===== config.mk =====
export PLATFORM = sky130hd
export DESIGN_NAME = multiplier_seq_shiftadd
export DESIGN_NICKNAME = d
export VERILOG_FILES = /design/src/rtl/multiplier_seq_shiftadd.sv
export SDC_FILE = /design/constraint.sdc
export NUM_CORES = 1
export LEC_CHECK = 0
export ABC_AREA = 1
export ABC_CLOCK_PERIOD_IN_PS = 3300
export BUFFER_PORTS_ARGS = -buffer_cell sky130_fd_sc_hd__buf_4
export CAP_MARGIN = 20
export CORE_MARGIN = 5
export CORE_UTILIZATION = 45
export DETAILED_ROUTE_END_ITERATION = 8
export PLACE_DENSITY = 0.66
export SETUP_SLACK_MARGIN = 0.05
export SYNTH_ARGS = -nofsm -noshare
export SYNTH_HDL_FRONTEND = slang
export SYNTH_SLANG_ARGS = --single-unit

===== constraint.sdc =====
create_clock -name clk -period 3.3 [get_ports clk]
set_input_delay 0.33 -clock clk [delete_from_list [all_inputs] [get_ports clk]]
set_output_delay 0.33 -clock clk [all_outputs]
set_load 0.02 [all_outputs]

===== src/rtl/multiplier_seq_shiftadd.sv =====
// Iterative shift-add multiplier: one multiplier bit is retired per clock, with valid/ready on both sides.
// Define MULT_SIGNED_EN for two's-complement operands; otherwise the build is unsigned.
module multiplier_seq_shiftadd #(
   parameter int WIDTH = 8
) (
   input  logic                 clk,
   input  logic                 rst,
   input  logic                 in_valid,
   output logic                 in_ready,
   input  logic [WIDTH-1:0]     A,
   input  logic [WIDTH-1:0]     B,
   output logic                 out_valid,
   input  logic                 out_ready,
   output logic [2*WIDTH-1:0]   product,
   output logic                 busy
);

   localparam int CW = (WIDTH > 1) ? $clog2(WIDTH) : 1;

   typedef enum logic [1:0] {
      S_IDLE = 2'd0,
      S_CALC = 2'd1,
      S_DONE = 2'd2
   } state_t;

   state_t               state_q;
   logic [WIDTH-1:0]     mcand_q;
   logic [WIDTH-1:0]     acc_q;
   logic [WIDTH-1:0]     mplr_q;
   logic [CW-1:0]        count_q;
   logic [2*WIDTH-1:0]   product_q;
   logic                 in_ready_q;
   logic                 out_valid_q;
   logic                 busy_q;

   logic                 last_d;
   logic [WIDTH:0]       sum_d;
   logic [WIDTH-1:0]     acc_d;
   logic [WIDTH-1:0]     mplr_d;

   // One shift-add step: conditional add into the upper half, then shift {carry, acc, mplr} right.
   always_comb begin
      last_d = (count_q == CW'(WIDTH - 1));
      sum_d  = '0;
      if (mplr_q[0]) begin
`ifdef MULT_SIGNED_EN
         // The MSB of B carries negative weight, so the final step subtracts.
         if (last_d) begin
            sum_d = {acc_q[WIDTH-1], acc_q} - {mcand_q[WIDTH-1], mcand_q};
         end else begin
            sum_d = {acc_q[WIDTH-1], acc_q} + {mcand_q[WIDTH-1], mcand_q};
         end
`else
         sum_d = {1'b0, acc_q} + {1'b0, mcand_q};
`endif
      end else begin
`ifdef MULT_SIGNED_EN
         sum_d = {acc_q[WIDTH-1], acc_q};
`else
         sum_d = {1'b0, acc_q};
`endif
      end
      acc_d  = sum_d[WIDTH:1];
      mplr_d = {sum_d[0], mplr_q[WIDTH-1:1]};
   end

   // Control FSM with registered handshake/status outputs and datapath registers.
   always_ff @(posedge clk or posedge rst) begin
      if (rst) begin
         state_q     <= S_IDLE;
         mcand_q     <= '0;
         acc_q       <= '0;
         mplr_q      <= '0;
         count_q     <= '0;
         product_q   <= '0;
         in_ready_q  <= 1'b1;
         out_valid_q <= 1'b0;
         busy_q      <= 1'b0;
      end else begin
         case (state_q)
            S_IDLE: begin
               if (in_valid && in_ready_q) begin
                  mcand_q    <= A;
                  mplr_q     <= B;
                  acc_q      <= '0;
                  count_q    <= '0;
                  state_q    <= S_CALC;
                  in_ready_q <= 1'b0;
                  busy_q     <= 1'b1;
               end else begin
                  state_q    <= S_IDLE;
               end
            end
            S_CALC: begin
               acc_q   <= acc_d;
               mplr_q  <= mplr_d;
               count_q <= count_q + CW'(1);
               if (last_d) begin
                  state_q     <= S_DONE;
                  product_q   <= {acc_d, mplr_d};
                  out_valid_q <= 1'b1;
               end else begin
                  state_q     <= S_CALC;
               end
            end
            S_DONE: begin
               if (out_ready) begin
                  state_q     <= S_IDLE;
                  out_valid_q <= 1'b0;
                  busy_q      <= 1'b0;
                  in_ready_q  <= 1'b1;
               end else begin
                  state_q     <= S_DONE;
               end
            end
            default: begin
               state_q     <= S_IDLE;
               out_valid_q <= 1'b0;
               busy_q      <= 1'b0;
               in_ready_q  <= 1'b1;
            end
         endcase
      end
   end

   assign in_ready  = in_ready_q;
   assign out_valid = out_valid_q;
   assign busy      = busy_q;
   assign product   = product_q;

endmodule


* Word level (Yosys, flattened, before mapping) *
Index checks and enable logic that the tools add are counted.

storage, ports and cells
  register bits after elaboration = 48
  latch bits = 0
  RAM bits = 0
  ROM bits = 0
  bits of input ports = 20
  output and inout bits = 19
  word-level logic and storage cells = 46
  memories = 0

operators by class
  $add $sub $neg = 2
  multipliers = 0
  div/mod/pow operators = 0
  magnitude comparators = 0
  equal/unequal tests = 6
  shift operators = 0
  multiplexer cells = 19
  bitwise logic cells = 2
  reductions and logical operators = 8

operators by type and width
  operator             number
  $pmux 8 s2           2
  $mux 8               2
  $add 8x8->9          1
  $mux 9               1
  $pmux 1 s3           3
  $mux 1               6
  $ne 2x2->1 const B   3
  $pmux 2 s3           1
  $pmux 3 s2           1
  $reduce_and 2->1     3
  $reduce_and 3->1     2
  $mux 2               2
  $add 3x1->3 const B  1
  $eq 3x3->1 const B   1
  $mux 3               1
  $eq 2x1->1 const B   1
  $eq 2x2->1 const B   1
  $logic_not 2->1      1
  $not 1->1            2
  $reduce_bool 2->1    1
  $logic_and 1x1->1    1

* Longest topological paths before layout *
Gate-level depths: netlist of run 1.

  depth in word-level cells = 3
  depth in mapped cells = 10
  depth with buffers taken out = 10

* Worst setup path before layout of run 1 *
Ideal clock, no wire load.

  kind = register to register
  start point = reg mcand_q[0]
  end point = reg product_q[13], in the netlist product[13]
  setup time = 117 ps
  arrival = 1499 ps
  data required time = 3183 ps
  setup slack = 1684 ps
  stages on the path, launching flop included = 11
  path buffers = 0
  clock period less this slack = 1616 ps
  cell sequence = dfrtp_1 > ha_1 > fa_1 > nand2_1 > nand2_1 > nand3b_1 > nand2_1 > nand2_1 > nand3_1 > nand3_1 > nand2_1

between the ends
  longest elaborated chain between the ends = 2

RTL lines
  item                    line  source
  from (decl)             27    logic [WIDTH-1:0] mcand_q;
  from (signal assigned)  71    mcand_q <= '0;
  from (signal assigned)  83    mcand_q <= A;
  $add 8x8->9             54    sum_d = {1'b0, acc_q} + {1'b0, mcand_q};
  $mux 9                  45    if (mplr_q[0]) begin
  to (signal assigned)    100   product_q <= {acc_d, mplr_d};
  to (decl)               31    logic [2*WIDTH-1:0] product_q;

Every way passes these cells.
A chain may end at the register's enable or synchronous reset.

* Worst setup path after layout of run 1 *
  start point = reg state_q[1]
  end point = reg product_q[13], in the netlist product[13]

between the ends
  longest elaborated chain between the ends = 2

RTL lines
  item                               line  source
  from (decl)                        26    state_t state_q;
  from (signal assigned)             70    state_q <= S_IDLE;
  from (signal assigned)             87    state_q <= S_CALC;
  from (signal assigned)             91    state_q <= S_IDLE;
  $eq 2x1->1                         80    case (state_q)
  $reduce_and 2->1 (no source line)  -

Every way passes these cells.

==> results, run 1 <==
- The maximum VDD drop is 0.434 mV.
- The completed layout was analyzed and its total power is 3020 uW.
- The initial antenna violation count came to 0.
- The share of the clock period used by the worst path after layout is 59.0%.
- The worst endpoint required time is 3530 ps.
- For the final database, setup skew stands at 10.5 ps.
- The synthesized instance count is 270.
- TritonCTS built the clock tree.
- In this run, CTS created clock tree buffers numbering 5.
- The post-synth design cell area is 0.00232 mm2.
- The most instantiated flip-flop cell in the synthesis netlist is sky130_fd_sc_hd__dfrtp_1.
- The number of H-tree branching levels is 2.
- The maximum net fanout on the critical path is 28.
- The clock reaches the later pin of the worst-skew pair after 300 ps.
- After synthesis the netlist holds a flip-flop and latch count of 48.
- The combined area of the multi-input logic cells is 978 um2.
- The worst hold-check path type is input pin to register.
- From bottom edge to top edge, the die measures 81.8 um.
- STA classifies the critical path endpoint as a register.
- The max-cap check violation count is 0.
- For the pin with the worst max-slew slack, the measured transition is 591 ps.
- In the global route stage, overall resource usage came out at 17.4%.
- The share of final-layout standard cells stronger than drive strength 1 is 20.3%.
- In the global route stage, met1 resource usage came out at 23.9%.
- The total count of max-transition violations in the final report was 0.
- STA classifies the critical path startpoint as a register.
- The number of buffers inserted by post-CTS setup repair is 0.
- The first detailed-routing pass took 4 iterations.
- The count of buffers from port buffering is 38.
- Setup violations remaining at the end of the flow were counted as 0.
- The first global-routing pass estimated 8750 um of wire.
- The number of global-route vias before repair came to 1829.
- The clock slew at the register clock pins of the worst setup and hold paths is 90 ps.
- The worst pin sits at a relative slew slack of 60.5%.
- The critical path start-end classification is register to register.
- The layer with the highest usage is met2.
- The net count of the finished layout is 341.
- The starting density of the core is 46.0%.
- The global placer's final weighted congestion is 0.817.
- Adding up every negative setup slack in the final design gives 0 ps.
- Global routing used 27.4% of the available met2 tracks.
- Yosys printed 0 warnings.
- Across the whole layout, storage elements account for 0.00120 mm2.
- The remaining antenna violation count is 0.
- Subtracting the final worst setup slack from the clock period gives 1950 ps.
- The final design utilization is 55.5%.
- Global routing used 3.95% of the available met3 tracks.
- The count of unresolved DRC violations after routing is 0.
- Once detailed placement completed, the half-perimeter wirelength came to 3630 um.
- Static timing analysis puts the maximum clock frequency at 513 MHz.
- Dividing the detail-routed wire length by the instance count gives 13.4 um.
- The number of rows created at floorplan is 26.
- For this block, the via count after detailed routing is 1887.
- Pin placement for this block handled 39 I/O pins.
- The run finished with clean final reports.
- The detailed router finished its first iteration with 95 violations.
- For this design the ratio of total power to cell area is 1080 mW/mm2.
- In this run, synthesis inferred 0 flip-flops with an integrated enable.
- The routed design has 5110 um of wire.
- Entering global routing, the biggest net connects 49 pins.
- Counting flops with an async set or reset pin after synthesis yields a share of 100%.
- Counting every net in the synthesized netlist gives 301.
- The clock passes through at most 2 buffers.
- The die width is 81.8 um.
- For this run the aggregate overflow at the end of global routing stands at 0.
- Synthesis instantiated 27 different standard cells from the library.
- The clock root buffer master is sky130_fd_sc_hd__clkbuf_8.
- The number of hold violations in the final report is 0.
- The leakage power is 0.00150 uW.
- The number of antenna diodes in the final layout is 0.
- The total number of clock tree sinks is 48.
- Setup repair after global routing left no endpoint under its margin.
- The average cell area after synthesis is 8.60 um2.
- After filler insertion, the fill cell instance count of the layout stands at 486.
- Using the TritonRoute via totals, the vias-per-cell ratio works out to 4.95.
- From synthesis to final layout, the design area changed by 20.5%.
- The sequential element share of the synthesized area is 51.8%.
- The arrival time at the worst endpoint is 2180 ps.
- The total die area is 0.00669 mm2.
- The area inside the core boundary is 0.00504 mm2.
kinds of logic after synthesis:
group,after synthesis,share of synthesized area [%]
AO/OA/AOI/OAI,38,10.3
buffers and inverters,34,6.04
AND/OR/NAND/NOR,139,25.6
flip-flops,48,51.8
adder cells (fa/ha/maj),11,6.25
per-layer routing:
layer	vias to the layer above	part of all wire, %	wire (um)
met2	43	45	2270
met4	0	1.2	63
met5	-	0	0
met1	884	49	2510
li1	953	-	-
met3	7	5.0	255
power by group:
group / total, uW / internal [uW] / switching (uW) / leakage, uW
clock network: 421 / 225 / 196 / 0.0000552
registers: 1060 / 870 / 186 / 0.000595
logic: 1550 / 607 / 940 / 0.000845
what timing repair did:
| action | in CTS | in global routing |
|---|---|---|
| hold buffers | 0 | 1 |
| endpoints found under the hold margin | 0 | 3 |
| gates resized for setup | 0 | 0 |
path summary, 6_finish.rpt:
kind | start | to | slack [ps] | cells past startpoint
min in group asynchronous | rst | mcand_q[1]$_DFFE_PP0P_ | 450 | 3
setup reg to reg | state_q[1]$_DFF_PP0_ | product[13]$_DFFE_PP0P_ | 1350 | 5
max in group asynchronous | rst | in_ready$_DFFE_PP1P_ | 2370 | 4
setup / recovery | state_q[1]$_DFF_PP0_ | product[13]$_DFFE_PP0P_ | 1350 | 5
hold reg to reg | busy$_DFFE_PP0P_ | busy$_DFFE_PP0P_ | 490 | 2
hold / removal | A[5] | mcand_q[5]$_DFFE_PP0P_ | 210 | 3
through the flow:
step / setup WS, ps / hold WS, ps / instance area, um2 / std cells
after floorplan: 1680 / 440 / 2320 / 270
after global placement: 1440 / 457 / 2660 / 371
after detailed placement: 1370 / 473 / 2660 / 371
after CTS: 1360 / 210 / 2770 / 379
after global routing: 1110 / 214 / 2800 / 381
final: 1350 / 214 / 2800 / 381
cell usage after synthesis (4+ instances only):
cell / n / area share (%)
sky130_fd_sc_hd__ha_1: 10 / 5.4
sky130_fd_sc_hd__nand3_1: 19 / 4.1
sky130_fd_sc_hd__o211ai_1: 4 / 1.3
sky130_fd_sc_hd__dfrtp_1: 47 / 51
sky130_fd_sc_hd__o21ai_0: 21 / 4.5
sky130_fd_sc_hd__or2_2: 5 / 1.3
sky130_fd_sc_hd__a21oi_1: 5 / 1.1
sky130_fd_sc_hd__nor3_1: 5 / 1.1
sky130_fd_sc_hd__buf_2: 4 / 0.86
sky130_fd_sc_hd__inv_1: 22 / 3.6
sky130_fd_sc_hd__nor2_1: 8 / 1.3
sky130_fd_sc_hd__nand2_1: 95 / 15
worst max-delay path: stages (launching register included):
cell and delay [ps]:
sky130_fd_sc_hd__dfrtp_1 420, sky130_fd_sc_hd__nor2_4 500, sky130_fd_sc_hd__nand2_2 440, sky130_fd_sc_hd__inv_1 330
sky130_fd_sc_hd__nand3_1 120, sky130_fd_sc_hd__nand2_1 60
sequential cells by signal (all words and copies together) (netlist names):
name       count
product       16
acc_q          8
mcand_q        8
mplr_q         8
count_q        3
state_q        2
busy           1
in_ready       1
out_valid      1
area by class of cell:
cell class	instances	share of cell area, %
tap	70	3.13
clock inverter	2	1.25
sequential	48	43.0
timing repair buffer	41	11.5
multi-input combinational	188	35.0
inverter	26	3.49
clock buffer	6	2.60
cells in the final DEF, fill, tap and decap left out, types with 2 or more instances in the layout:
master	synthesis	layout
sky130_fd_sc_hd__inv_2	3	4
sky130_fd_sc_hd__ha_1	10	10
sky130_fd_sc_hd__a21oi_1	5	5
sky130_fd_sc_hd__a221oi_1	2	2
sky130_fd_sc_hd__inv_1	22	21
sky130_fd_sc_hd__nand2_2	2	2
sky130_fd_sc_hd__nand3_1	19	19
sky130_fd_sc_hd__dfrtp_1	47	47
sky130_fd_sc_hd__nand3b_1	3	3
sky130_fd_sc_hd__clkbuf_8	0	5
sky130_fd_sc_hd__or2_2	5	5
sky130_fd_sc_hd__nand2_1	95	95
sky130_fd_sc_hd__a221oi_2	2	2
sky130_fd_sc_hd__nor2_1	8	8
sky130_fd_sc_hd__buf_4	0	39
sky130_fd_sc_hd__a22o_1	2	2
sky130_fd_sc_hd__o21ai_0	21	21
sky130_fd_sc_hd__o211ai_1	4	4
sky130_fd_sc_hd__nor3_1	5	5
No activity file was read; power rests on OpenSTA's default activity.
==> run 2, diff against run 1 <==
- ABC_AREA: 1 -> 0
- ABC_CLOCK_PERIOD_IN_PS: 3300 -> 2000
- clock period: 3.3 -> 2 ns (I/O delays scaled with it)
==> results, run 2 <==
- The number of H-tree branching levels was 2 (unchanged).
- The combinational family with the most area after synthesis is simple AND/OR/NAND/NOR gates.
- The transition at the pin with the smallest max-transition slack came to 467 ps (-124 ps).
- The starting density of the core came to 47.2% (+1.2 points).
- The relative contribution of sequential cells to total power is 39.4% (+4.5 points).
- The total inserted antenna cells is 0 (unchanged).
- The power density relative to cell area is 1560 mW/mm2 (+44%).
- The worst-case clock buffer depth is 2 (unchanged).
- The average wire length per cell after detail routing came to 13.7 um (+2.4%).
- The height of the die is 80.9 um (-1.2%).
- The number of rows created at floorplan is 25 (-3.8%).
- The first-pass iteration count of the detailed router came to 6 (+2).
- The post-detailed-routing wire length is 4680 um (-8.4%).
- The share of the clock period used by the worst path after layout came to 95.2% (+36 points).
- The global placer's final weighted congestion is 0.758 (-7.2%).
- The DRC violation total after the first TritonRoute iteration came to 119 (+25%).
- The post-layout instance area was 0.00279 mm2 (-0.40%).
- By area the synthesized netlist is led by sky130_fd_sc_hd__dfrtp_1 (52%), sky130_fd_sc_hd__nand2_1 (9.6%), sky130_fd_sc_hd__o21ai_0 (6.0%).
- The warning count from the yosys run is 0 (unchanged).
- The simple-gate area share of the yosys netlist was 16.6% (-9.1 points).
- The fraction of power spent switching nets is 39.9% (-3.9 points).
- The placed instance count is 330 (-11%).
- The cell-internal power is 2610 uW (+53%).
- The leakage power is 0.00139 uW (-6.9%).
- The maximum net fanout on the critical path is 2 (-93%).
- The flow ran to the end, and the final reports show no timing, DRC or antenna violations.
- The combinational group share of total power came to 47.1% (-4.1 points).
- The cell area after placement is 0.00265 mm2 (-0.38%).
- The synthesized netlist net count is 259 (-14%).
- The number of top-level pins is 39 (unchanged).
- The count of flip-flops with a built-in enable after synthesis is 0 (unchanged).
- The number of synthesized register bits is 48 (unchanged).
- The final count of negative-setup-slack endpoints is 0 (unchanged).
- The critical path is of the register to register type.
- Yosys instantiated no cell more often than sky130_fd_sc_hd__nand2_1.
- The share of cell area taken by muxes after synthesis was 6.15% (+6.1 points).
- The count of unresolved DRC violations after routing is 0 (unchanged).
- The net total in the final layout is 304 (-11%).
- The total number of clock tree sinks came to 48 (unchanged).
- The remaining antenna violation count is 0 (unchanged).
- STA classifies the critical path startpoint as a register.
- The final non-filler cell total is 341 (-10%).
- The clock network fraction of total power is 13.5% (-0.4 points).
- The worst endpoint required time came to 2170 ps (-1360 ps).
- The routed via count divided by cell count is 5.00 (+1.0%).
- The clock root buffer master is sky130_fd_sc_hd__clkbuf_8.
- The initial antenna violation count is 0 (unchanged).
- The worst hold-check path type is input pin to register.
- The clock period minus worst slack came to 1900 ps (-43.6 ps).
- The area inside the core boundary came to 0.00479 mm2 (-5.1%).
- Leaving out fill and tap cells, the most frequent cells in the layout are sky130_fd_sc_hd__nand2_1 (58), sky130_fd_sc_hd__dfrtp_1 (47), sky130_fd_sc_hd__buf_4 (47), sky130_fd_sc_hd__o21ai_0 (26), sky130_fd_sc_hd__nand3_1 (10).
- Setup repair after global routing could not meet its margin everywhere.
- The detailed-placement wirelength estimate was 3420 um (-5.7%).
- The clock slew at the register clock pins of the worst setup and hold paths is 80 ps (about the same).
- The total die area is 0.00654 mm2 (-2.3%).
- The cell type with the highest aggregate area in the netlist is sky130_fd_sc_hd__dfrtp_1.
- For this run, the leading register cell type out of synthesis is sky130_fd_sc_hd__dfrtp_1.
- The area share of the leading cell type in the synthesized netlist is 52.0% (+1.4 points).
- The die width is 80.9 um (-1.2%).
- The share of final-layout standard cells stronger than drive strength 1 is 25.5% (+5.3 points).
- The number of global-route vias before repair is 1677 (-8.3%).
- The worst relative slew slack was 68.9% (+8.3 points).
- The area overhead of the layout relative to synthesis is 23.3%.
- The number of filler instances in the final layout is 442 (-9.1%).
- The overall power consumption is 4340 uW (+44%).
- The post-synth design cell area is 0.00226 mm2 (-2.6%).
- The largest net degree at the start of global routing came to 38 (-22%).
- The clock skew after layout was 5.60 ps (-4.88 ps).
- The worst slack at placement came to -57.2 ps (-1420 ps).
- The max-cap check violation count came to 0 (unchanged).
- The number of buffers inserted during clock tree synthesis is 5 (unchanged).
- The most common cell after layout, fill and taps aside is sky130_fd_sc_hd__nand2_1.
- The share of the synthesized area in compound gates (AO/OA/AOI/OAI) came to 13.1% (+2.8 points).
- The synthesized instance count is 228 (-16%).
- The post-synthesis share of cell area spent on full adders, half adders and majority gates is 6.42% (+0.17 points).
- The TritonCTS clock tree is yes.
- The sequential element share of the synthesized area came to 53.2% (+1.4 points).
- The clock latency reported for the late side of the worst-skew pair is 300 ps (about the same).
- The post-layout worst setup margin came to 95.7 ps (-1260 ps).
- The count of buffers from port buffering is 38 (unchanged).
- The net load switching power is 1730 uW (+31%).
- The maximum VDD drop is 0.619 mV (+43%).
- The number of hold violations in the final report came to 0 (unchanged).
- The xor/xnor share of the synthesized area is 1.94% (+1.9 points).
- The vias after detailed routing is 1706 (-9.6%).
- STA classifies the critical path endpoint as a register.
- The total count of max-transition violations in the final report is 0 (unchanged).
- The number of unique standard cell types used by synthesis came to 33 (+22%).
- The total congestion overflow came to 0 (unchanged).
- The async set or reset register ratio after synthesis is 100% (unchanged).
- The global-route wire length before repair was 8020 um (-8.3%).
- The commonest cells after synthesis are sky130_fd_sc_hd__nand2_1 (58), sky130_fd_sc_hd__dfrtp_1 (47), sky130_fd_sc_hd__o21ai_0 (27), sky130_fd_sc_hd__ha_1 (10), sky130_fd_sc_hd__nand3_1 (10).
- The overall fraction of global-route tracks in use came to 15.7% (-1.6 points).
- The arrival time at the worst endpoint is 2080 ps (-100 ps).
- The average cell area after synthesis came to 9.91 um2 (+15%).
- The highest clock rate came to 525 MHz (+2.3%).
- The number of flip-flops under the largest register name is 16 (unchanged).
-- run 2: per-stage QoR --
stage	TNS, ps	utilization [%]	hold WS [ps]
floorplan	0	-	305
global placement	0	55.3	225
detailed placement	-162	55.3	231
CTS	0	57.6	75.4
global route	-199	58.2	80.4
finish	0	58.2	84.7
-- run 2: worst paths after layout --
check | to | start | depth (start not counted) | slack [ps]
worst max-delay path | acc_q[5]$_DFFE_PP0P_ | mcand_q[0]$_DFFE_PP0P_ | 7 | 100
worst min-delay path | mcand_q[4]$_DFFE_PP0P_ | A[4] | 3 | 80
max in group asynchronous | in_ready$_DFFE_PP1P_ | rst | 4 | 930
worst max register to register | acc_q[5]$_DFFE_PP0P_ | mcand_q[0]$_DFFE_PP0P_ | 7 | 100
worst min register to register | product[12]$_DFFE_PP0P_ | product[12]$_DFFE_PP0P_ | 2 | 480
min in group asynchronous | out_valid$_DFFE_PP0P_ | rst | 3 | 450
-- run 2: routing by layer --
metal,global-route usage (%),share of wire (%)
met5,0,0
met4,5.57,1.3
met3,3.22,3.7
met2,23.4,44
met1,22.6,50
-- run 2: timing repair --
item / CTS / global route
hold endpoints to repair: 18 / 0
pin swaps: 2 / 0
setup buffers: 0 / 2
resized for setup: 3 / 2
hold buffers: 1 / 0
setup endpoints to repair: 4 / 8
-- run 2: cells by family (layout without fill, tap and decap cells) --
group                    Yosys count  in the layout
AO/OA/AOI/OAI                     50             50
XOR/XNOR                           5              5
adder cells (fa/ha/maj)           11             11
buffers and inverters             13             59
flip-flops                        48             48
multiplexers                      13             13
AND/OR/NAND/NOR                   88             88
-- run 2: critical path, cell delays in order (launching register included) --
cell	delay (ps)
sky130_fd_sc_hd__dfrtp_1	390
sky130_fd_sc_hd__ha_2	200
sky130_fd_sc_hd__fa_2	340
sky130_fd_sc_hd__a21o_1	200
sky130_fd_sc_hd__a221oi_4	260
sky130_fd_sc_hd__xnor2_1	110
sky130_fd_sc_hd__mux2i_1	180
sky130_fd_sc_hd__o21ai_0	90
-- run 2: power by group through the flow --
stage | clock network (uW) | registers [uW] | logic [uW]
after CTS | 602 | 1710 | 2000
after detailed placement | 0 | 1730 | 1980
after global routing | 638 | 1770 | 2300
final | 586 | 1710 | 2040
after floorplan | 0 | 1800 | 1270
after global placement | 0 | 1710 | 1930
-- run 2: area by class of cell --
type                    count  area [um2]  area share (%)
flip-flops and latches     48        1200            43.2
multi-input cells         167        1020            36.6
repair buffers             49         383            13.7
clock buffers               8        90.1            3.23
well taps                  67        83.8            3.01
inverters                   2        7.51           0.270
==> run 3, diff against run 2 <==
--- a/config.mk
+++ b/config.mk
@@ -15,4 +15,5 @@
 export PLACE_DENSITY = 0.66
 export SETUP_SLACK_MARGIN = 0.05
+export SKIP_LAST_GASP = 1
 export SYNTH_ARGS = -nofsm -noshare
 export SYNTH_HDL_FRONTEND = slang
==> constraint.sdc (replaced) <==
create_clock -name clk -period 2 [get_ports clk]
set_input_delay 0.3 -clock clk [delete_from_list [all_inputs] [get_ports clk]]
set_output_delay 0.3 -clock clk [all_outputs]
set_load 0.02 [all_outputs]
==> results, run 3 (same netlist as run 2, synthesis figures left out) <==
- The final non-filler cell total is 337 (-1.2%).
- The leakage power is 0.00137 uW (-1.3%).
- Setup repair after global routing could not meet its margin everywhere.
- The count of hold buffers inserted by post-cts repair came to 0 (-1).
- The worst-case clock buffer depth came to 2 (unchanged).
- The global-route wire length before repair came to 7960 um (-0.86%).
- The worst hold-check path type is input pin to async pin.
- The die width is 80.9 um (unchanged).
- The maximum VDD drop came to 0.591 mV (-4.5%).
- The clock root buffer master is sky130_fd_sc_hd__clkbuf_8.
- The number of flip-flops under the largest register name came to 16 (unchanged).
- The average wire length per cell after detail routing is 13.6 um (-0.54%).
- The post-layout instance area came to 0.00275 mm2 (-1.3%).
- The detailed-placement wirelength estimate is 3260 um (-4.8%).
- The clock period minus worst slack is 1940 ps (+36.3 ps).
- The count of unresolved DRC violations after routing is 0 (unchanged).
- The number of filler instances in the final layout was 454 (+2.7%).
- The number of buffers inserted during clock tree synthesis is 5 (unchanged).
- The met1 track demand over resource in global routing is 21.6% (-1.1 points).
- The count of buffers from port buffering is 38 (unchanged).
- The area overhead of the layout relative to synthesis is 21.6%.
- The total count of max-transition violations in the final report came to 0 (unchanged).
- The total number of clock tree sinks was 48 (unchanged).
- The number of top-level pins is 39 (unchanged).
- The largest net degree at the start of global routing came to 49 (+29%).
- The total inserted antenna cells was 0 (unchanged).
- The max-cap check violation count is 0 (unchanged).
- The initial antenna violation count is 0 (unchanged).
- The clock slew at the register clock pins of the worst setup and hold paths is 80 ps (about the same).
- The TritonCTS clock tree is yes.
- The number of hold violations in the final report was 0 (unchanged).
- The starting density of the core was 47.2% (unchanged).
- The post-detailed-routing wire length is 4600 um (-1.7%).
- The area inside the core boundary is 0.00479 mm2 (unchanged).
- The number of H-tree branching levels is 2 (unchanged).
- The first-pass iteration count of the detailed router is 4 (-2).
- The power density relative to cell area was 1560 mW/mm2 (about the same).
- The global placer's final weighted congestion was 0.772 (+1.8%).
- The final count of negative-setup-slack endpoints is 0 (unchanged).
- The clock skew after layout is 2.05 ps (-3.55 ps).
- The share of final-layout standard cells stronger than drive strength 1 is 25.2% (-0.36 points).
- The total die area was 0.00654 mm2 (unchanged).
- The net total in the final layout is 301 (-0.99%).
- The routed via count divided by cell count is 5.09 (+1.8%).
- The DRC violation total after the first TritonRoute iteration was 44 (-63%).
- The highest clock rate is 515 MHz (-1.9%).
- The top cell types in the final layout, fill and taps aside, are sky130_fd_sc_hd__nand2_1 (58), sky130_fd_sc_hd__dfrtp_1 (47), sky130_fd_sc_hd__buf_4 (45), sky130_fd_sc_hd__o21ai_0 (26), sky130_fd_sc_hd__nand3_1 (10).
- The share of the clock period used by the worst path after layout came to 97.0% (+1.8 points).
- The cell area after placement is 0.00264 mm2 (-0.28%).
- The most common cell after layout, fill and taps aside is sky130_fd_sc_hd__nand2_1.
- The number of rows created at floorplan came to 25 (unchanged).
- STA classifies the critical path startpoint as a register.
- The overall fraction of global-route tracks in use came to 15.7% (-0.024 points).
- The run finished with clean final reports.
- The placed instance count came to 329 (-0.30%).
- The critical path endpoint category is a register.
- The arrival time at the worst endpoint is 2110 ps (+30 ps).
- The final design utilization is 57.4% (-0.78 points).
- The maximum net fanout on the critical path is 2 (unchanged).
- The worst endpoint required time is 2170 ps (about the same).
- The transition at the pin with the smallest max-transition slack was 583 ps (+116 ps).
- The layer with the highest usage is met2.
- The number of global-route vias before repair came to 1711 (+2.0%).
- The vias after detailed routing is 1717 (+0.64%).
- The critical path is of the register to register type.
- The height of the die is 80.9 um (unchanged).
- The total congestion overflow is 0 (unchanged).
- The remaining antenna violation count is 0 (unchanged).
- The clock latency reported for the late side of the worst-skew pair is 290 ps (about the same).
- The worst relative slew slack is 61.1% (-7.7 points).
- The met2 track utilization from global routing is 24.0% (+0.57 points).
- The met3 usage was 3.66% (+0.44 points).
-- run 3: final timing paths --
path,start,end,slack [ps],cells after the start
max in group asynchronous,rst,product[4]$_DFFE_PP0P_,1450,3
setup / recovery,mcand_q[0]$_DFFE_PP0P_,acc_q[5]$_DFFE_PP0P_,60,7
setup reg to reg,mcand_q[0]$_DFFE_PP0P_,acc_q[5]$_DFFE_PP0P_,60,7
hold / removal,rst,product[10]$_DFFE_PP0P_,160,3
min in group clk,A[6],mcand_q[6]$_DFFE_PP0P_,190,3
hold reg to reg,product[9]$_DFFE_PP0P_,product[9]$_DFFE_PP0P_,480,2
-- run 3: metrics by stage --
step / hold WS, ps / setup WS [ps] / power, uW / setup TNS, ps
finish: 160 / 59.4 / 4280 / 0
global route: 180 / -44.8 / 4650 / -86.5
CTS: 174 / 52.4 / 4280 / 0
detailed placement: 469 / -40.8 / 3710 / -132
global placement: 461 / 5.65 / 3640 / 0
floorplan: 405 / 80.3 / 3070 / 0
-- run 3: what timing repair did --
| action | CTS | global route |
|---|---|---|
| resized for setup | 4 | 1 |
| endpoints found under the setup margin | 4 | 6 |
| pin swaps | 1 | 1 |
| cloned | 0 | 0 |
| buffers inserted | 0 | 1 |
-- run 3: layer usage --
metal	vias up	part of all wire, %
met1	811	49
met3	6	3.8
li1	870	-
met2	30	45
met4	0	1.8
met5	-	0
-- run 3: power by group --
| part | internal (uW) | switching [uW] |
|---|---|---|
| Clock | 238 | 293 |
| Combinational | 931 | 1100 |
| Sequential | 1390 | 328 |
-- run 3: critical path: stages, from the launching register on --
cell	delay, ps
sky130_fd_sc_hd__dfrtp_1	400
sky130_fd_sc_hd__ha_2	200
sky130_fd_sc_hd__fa_2	350
sky130_fd_sc_hd__a21o_1	200
sky130_fd_sc_hd__a221oi_4	260
sky130_fd_sc_hd__xnor2_1	110
sky130_fd_sc_hd__mux2i_1	200
sky130_fd_sc_hd__o21ai_0	100
-- run 3: final cells by class --
| cell class | instances | area, um2 | share of cell area [%] |
|---|---|---|---|
| Clock inverter | 1 | 5.00 | 0.182 |
| Sequential cell | 48 | 1200 | 43.8 |
| Timing Repair Buffer | 46 | 358 | 13.0 |
| Clock buffer | 6 | 72.6 | 2.64 |
| Inverter | 2 | 7.51 | 0.273 |
| Multi-Input combinational cell | 167 | 1020 | 37.1 |
| Tap cell | 67 | 83.8 | 3.05 |
